--- src/rtl/mux_arb_rr.sv ---
// mux_arb_rr: N-channel valid/ready arbiter with a registered output stage.
// Selection is fixed priority (lowest index) or round-robin, chosen per cycle
// by rr_en. The round-robin pointer advances past every granted channel in
// both modes, so switching modes never needs a flush.
module mux_arb_rr #(
  parameter int N    = 4,
  parameter int W    = 8,
  parameter int SELW = $clog2(N)
) (
  input  logic            clk,
  input  logic            rst_n,
  input  logic            rr_en,
  input  logic [N-1:0]    in_valid,
  input  logic [N*W-1:0]  in_data,
  output logic [N-1:0]    in_ready,
  output logic            out_valid,
  output logic [W-1:0]    out_data,
  output logic [SELW-1:0] out_sel,
  input  logic            out_ready
);

  // Channel count and last index at the widths used for pointer arithmetic.
  // The extra bit on the candidate index keeps ptr+k from overflowing before
  // the explicit wrap is applied.
  localparam logic [SELW:0]   N_EXT    = (SELW+1)'(N);
  localparam logic [SELW-1:0] LAST_IDX = SELW'(N-1);

  // Output register and round-robin pointer.
  logic            out_valid_q, out_valid_d;
  logic [W-1:0]    out_data_q,  out_data_d;
  logic [SELW-1:0] out_sel_q,   out_sel_d;
  logic [SELW-1:0] ptr_q,       ptr_d;

  // Arbitration intermediates.
  logic            load_s;
  logic            any_req_s;
  logic            gnt_s;
  logic [SELW-1:0] fp_idx_s;
  logic [SELW-1:0] rr_idx_s;
  logic            rr_found_s;
  logic [SELW:0]   cand_s;
  logic [SELW-1:0] gnt_idx_s;
  logic [N-1:0]    gnt_oh_s;
  logic [W-1:0]    gnt_data_s;

  // Output stage can accept a new item when empty or draining this cycle.
  always_comb begin
    load_s    = (~out_valid_q) | out_ready;
    any_req_s = |in_valid;
  end

  // Fixed priority: scan from the top down so the lowest requesting index
  // is the last one written and therefore wins.
  always_comb begin
    fp_idx_s = '0;
    for (int i = N - 1; i >= 0; i--) begin
      if (in_valid[i]) begin
        fp_idx_s = SELW'(i);
      end else begin
        fp_idx_s = fp_idx_s;
      end
    end
  end

  // Round-robin: scan N candidates starting at ptr, wrapping explicitly so
  // a non-power-of-two N never indexes past the last channel.
  always_comb begin
    rr_idx_s   = '0;
    rr_found_s = 1'b0;
    cand_s     = '0;
    for (int k = 0; k < N; k++) begin
      cand_s = {1'b0, ptr_q} + (SELW+1)'(k);
      if (cand_s >= N_EXT) begin
        cand_s = cand_s - N_EXT;
      end else begin
        cand_s = cand_s;
      end
      if (!rr_found_s && in_valid[cand_s[SELW-1:0]]) begin
        rr_found_s = 1'b1;
        rr_idx_s   = cand_s[SELW-1:0];
      end else begin
        rr_found_s = rr_found_s;
      end
    end
  end

  // Grant selection. Grants are suppressed while rst_n is low so nothing is
  // offered upstream during reset. Only the granted slice of in_data is
  // read, so unknowns on idle channels never reach the output register.
  always_comb begin
    gnt_s      = load_s & any_req_s & rst_n;
    gnt_idx_s  = rr_en ? rr_idx_s : fp_idx_s;
    gnt_oh_s   = {{(N-1){1'b0}}, 1'b1} << gnt_idx_s;
    gnt_data_s = in_data[gnt_idx_s*W +: W];
    if (gnt_s) begin
      in_ready = gnt_oh_s;
    end else begin
      in_ready = '0;
    end
  end

  // Next-state for the output register and pointer. A grant always implies
  // a transfer because the granted channel has in_valid set.
  always_comb begin
    out_valid_d = out_valid_q;
    out_data_d  = out_data_q;
    out_sel_d   = out_sel_q;
    ptr_d       = ptr_q;
    if (gnt_s) begin
      out_valid_d = 1'b1;
      out_data_d  = gnt_data_s;
      out_sel_d   = gnt_idx_s;
      if (gnt_idx_s == LAST_IDX) begin
        ptr_d = '0;
      end else begin
        ptr_d = gnt_idx_s + SELW'(1);
      end
    end else if (load_s) begin
      // Drained (or still empty): data and index keep their last values.
      out_valid_d = 1'b0;
    end else begin
      // Stalled by the consumer: everything holds.
      out_valid_d = out_valid_q;
    end
  end

  // State registers with asynchronous clear.
  always_ff @(posedge clk or negedge rst_n) begin
    if (!rst_n) begin
      out_valid_q <= 1'b0;
      out_data_q  <= '0;
      out_sel_q   <= '0;
      ptr_q       <= '0;
    end else begin
      out_valid_q <= out_valid_d;
      out_data_q  <= out_data_d;
      out_sel_q   <= out_sel_d;
      ptr_q       <= ptr_d;
    end
  end

  // Registered outputs driven straight from the flops.
  always_comb begin
    out_valid = out_valid_q;
    out_data  = out_data_q;
    out_sel   = out_sel_q;
  end

endmodule
--- config.mk ---
export PLATFORM = sky130hd
export DESIGN_NAME = mux_arb_rr
export DESIGN_NICKNAME = d
export VERILOG_FILES = /design/src/rtl/mux_arb_rr.sv
export SDC_FILE = /design/constraint.sdc
export NUM_CORES = 1
export LEC_CHECK = 0
export ABC_AREA = 1
export BUFFER_PORTS_ARGS = -buffer_cell sky130_fd_sc_hd__buf_2
export CAP_MARGIN = 20
export CORE_MARGIN = 2
export CORE_UTILIZATION = 30
export CTS_BUF_LIST = sky130_fd_sc_hd__clkbuf_4 sky130_fd_sc_hd__clkbuf_8 sky130_fd_sc_hd__clkbuf_16
export CTS_CLUSTER_SIZE = 28
export DETAILED_ROUTE_END_ITERATION = 10
export PLACE_DENSITY = 0.61
export SLEW_MARGIN = 20
export SYNTH_ARGS = -nofsm -noshare
export SYNTH_HDL_FRONTEND = slang
export SYNTH_SLANG_ARGS = --single-unit
--- constraint.sdc ---
create_clock -name clk -period 2.67 [get_ports clk]
set_input_delay 0.267 -clock clk [delete_from_list [all_inputs] [get_ports clk]]
set_output_delay 0.267 -clock clk [all_outputs]
set_load 0.02 [all_outputs]
==> out/metrics.csv <==
stage;metric;value;unit
critical_path;Setup CP Type;flop to output port;
global_route;number of global-route vias before repair;1271;
detailed_routing;Routed wire per std cell;10.3;um
critical_path;CP max stage cell;dfrtp_2;
placed_design;placer congestion estimate;0.823;
timing;Final setup viols;0;
detailed_routing;1st-iter DRT viols;94;
logic_synthesis;Yosys reg bits;13;
floorplanning;I/O pins;55;
clock_network;Max H-tree Level;1;
detailed_routing;drt drc;0;
floorplanning;Rows;24;
global_route;first-pass GRT wire length;5640;um
timing;fin crit share;92.7;%
logic_synthesis;Synth area leaders;dfrtp_1, nand2_1, nand3_1;
timing;clk_skew;4.93;ps
clock_network;CTS tree;built;
critical_path;CP Launch Type;flop;
logic_synthesis;Yosys top cell area share;24.6;%
clock_network;CTS Buf Count;3;
timing;setup TNS;0;ps
clock_network;clock latency on the worst-skew pair;240;ps
final_layout;area taken by multi-input logic gates;771;um^2
logic_synthesis;sequential area share after synthesis;24.6;%
floorplanning;core area;0.00429;mm^2
final_layout;Sequential Area;327;um^2
clock_network;Max Buffers Root-to-Sink;2;
clock_network;Clk pin slew, worst setup/hold paths;60;ps
logic_synthesis;Mapped Cells;225;
critical_path;Max stage delay on crit path;460;ps
critical_path;Critical Path Sink Type;output port;
pwr;pwr dens;841;mW/mm^2
clock_network;Root Buffer;clkbuf_8;
pwr;Final Power;0.00146;W
final_layout;layout cells sized above 1;32.6;%
logic_synthesis;Synth Cell Area;0.00132;mm^2
clock_network;count of clock tree sinks;13;
detailed_routing;DR pass1 iterations;4;
critical_path;critical path required time;2400;ps
critical_path;CP bufs+invs;5;
timing;post-route setup slack;194;ps
global_route;total global routing overflow;0;
logic_synthesis;syn nets;266;
global_route;largest net degree at the start of global routing;19;
detailed_routing;Vias/cell;4.37;
run;max-capacitance violation count;0;
critical_path;CP Max Fanout;18;
timing;Slew Viols, Final;0;
critical_path;delay-heaviest family, CP;simple AND/OR/NAND/NOR gates;
detailed_routing;Total Wirelength;3460;um
floorplanning;Die Width;70.4;um
floorplanning;Starting Density;30.8;%
final_layout;# fillers;458;
critical_path;CP dominant cell by count;nand2_1;
final_layout;Final Cell Area;0.00173;mm^2
outcome;status;finished clean;
critical_path;Critical Path, Cell by Cell;inv_4 > nand2_1 > nand3_1 > nand2_2 > inv_2 > nand2_1 > nand2_1 > nand3_2 > nand3_4 > nand2_8 > inv_2 > ha_1 > inv_1 > nor2_1 > buf_2;
final_layout;Layout area overhead;31.0;%
timing;Peak Freq;0.404;GHz
placed_design;worst slack, placed;261;ps
global_route;overall routing resource usage;13.9;%
placed_design;I/O Buffers;54;
floorplanning;Die ar.;0.00496;mm^2
logic_synthesis;Synth area leader;dfrtp_1;
final_layout;fin nets;327;
timing;Fin. Hold Viols;0;
placed_design;post-DP HPWL;2730;um
logic_synthesis;Mapped Avg Cell Area;5.88;um^2
floorplanning;die span in y;70.4;um
pwr;Worst VDD drop;269;uV
timing;Final min period;2480;ps
critical_path;CP arrival;2210;ps
final_layout;Util after Layout;40.4;%
detailed_routing;routed vias;1474;
global_route;initial antenna violation count;0;
placed_design;Cell Area, Placed;0.00162;mm^2
timing;worst slew pin tran;387;ps
pwr;P_leak;1.11;nW
logic_synthesis;unique cell type count in the Yosys netlist;27;
timing;Slew HR;74.0;%
logic_synthesis;Yosys Warn Count;0;
detailed_routing;DRT antenna net count;0;
final_layout;ant diodes;0;
worst_hold_path;HP Class;input port to flop;
-- worst register-to-register path, delay by kind of cell, from the launching register on --
| kind | cells | cell delay (ps) |
|---|---|---|
| and+or+nand+nor | 8 | 860 |
| DFF | 1 | 460 |
| buffers and inverters | 3 | 290 |
| adders and majority gates | 1 | 260 |
| AOI/OAI and AO/OA | 1 | 80 |
-- power by group --
group,internal (W),total [W],switching (W)
combinational,0.000346,0.000946,0.000600
sequential,0.000270,0.000330,0.0000596
clock,0.000115,0.000182,0.0000668
-- final timing paths --
check	from	to	slack, ps	cells after the start
worst min-delay path	out_ready	out_valid	300	4
worst min register to register	out_data[7]	out_data[7]	480	2
worst max-delay path	ptr_q[0]	in_ready[3]	190	15
max in group asynchronous	rst_n	ptr_q[0]	1970	2
min in group asynchronous	rst_n	out_data[7]	440	2
worst max register to register	ptr_q[0]	ptr_q[1]	600	13
-- cell families after synthesis --
family                     share of synthesized area, %
buffers and inverters                              17.9
and+or+nand+nor                                    52.2
DFF                                                24.6
AOI/OAI and AO/OA                                  4.44
adders and majority gates                         0.945
-- routing by layer --
metal  global-route usage, %  part of all wire [%]  vias to the layer above
li1                        -                     -                      804
met1                    20.6                    50                      618
met2                    20.9                    44                       50
met3                    1.44                   5.7                        2
met4                    4.49                  0.61                        0
met5                       0                     0                        -
-- final cells by class --
type / count / share of cell area, %
Multi-Input combinational cell: 158 / 44.4
Timing Repair Buffer: 64 / 20.1
Sequential cell: 13 / 18.8
Inverter: 46 / 10.1
Tap cell: 52 / 3.75
Clock buffer: 4 / 2.81
-- per-stage QoR --
step                      hold slack (ps)  std cells
after detailed placement              178        326
after global routing                  323        337
after floorplan                     -28.6        225
after CTS                             300        331
after global placement                175        326
final                                 300        337
-- sequential cells by signal, summed over array words and instances (netlist names) --
register   count
out_sel        2
ptr_q          2
out_data       8
out_valid      1
-- cell usage after synthesis (all sizes together) --
cell    number
buf          6
nand2       96
nor3         1
nand3       41
clkbuf       2
ha           1
a21oi        1
o21ai        4
dfrtp       13
o21bai       1
o22ai        1
nor2        10
a31oi        1
inv         46
nand4        1
-- cell usage in the layout (no fill, tap or decap), drive strengths merged, types with 4 or more instances in the layout --
| cell type | synthesis | layout |
|---|---|---|
| nor2 | 10 | 10 |
| nand2 | 96 | 96 |
| buf | 6 | 63 |
| clkbuf | 2 | 4 |
| nand3 | 41 | 41 |
| o21ai | 4 | 4 |
| inv | 46 | 46 |
| dfrtp | 13 | 13 |
-- what timing repair did --
| item | 4_1_cts | 5_1_grt |
|---|---|---|
| hold buffers | 1 | 0 |
| setup endpoints to repair | 1 | 4 |
| pin swaps | 0 | 1 |
| gates resized for setup | 1 | 2 |
| hold endpoints to repair | 13 | 0 |
| setup buffers | 0 | 6 |
No activity file was read; power rests on OpenSTA's default activity.
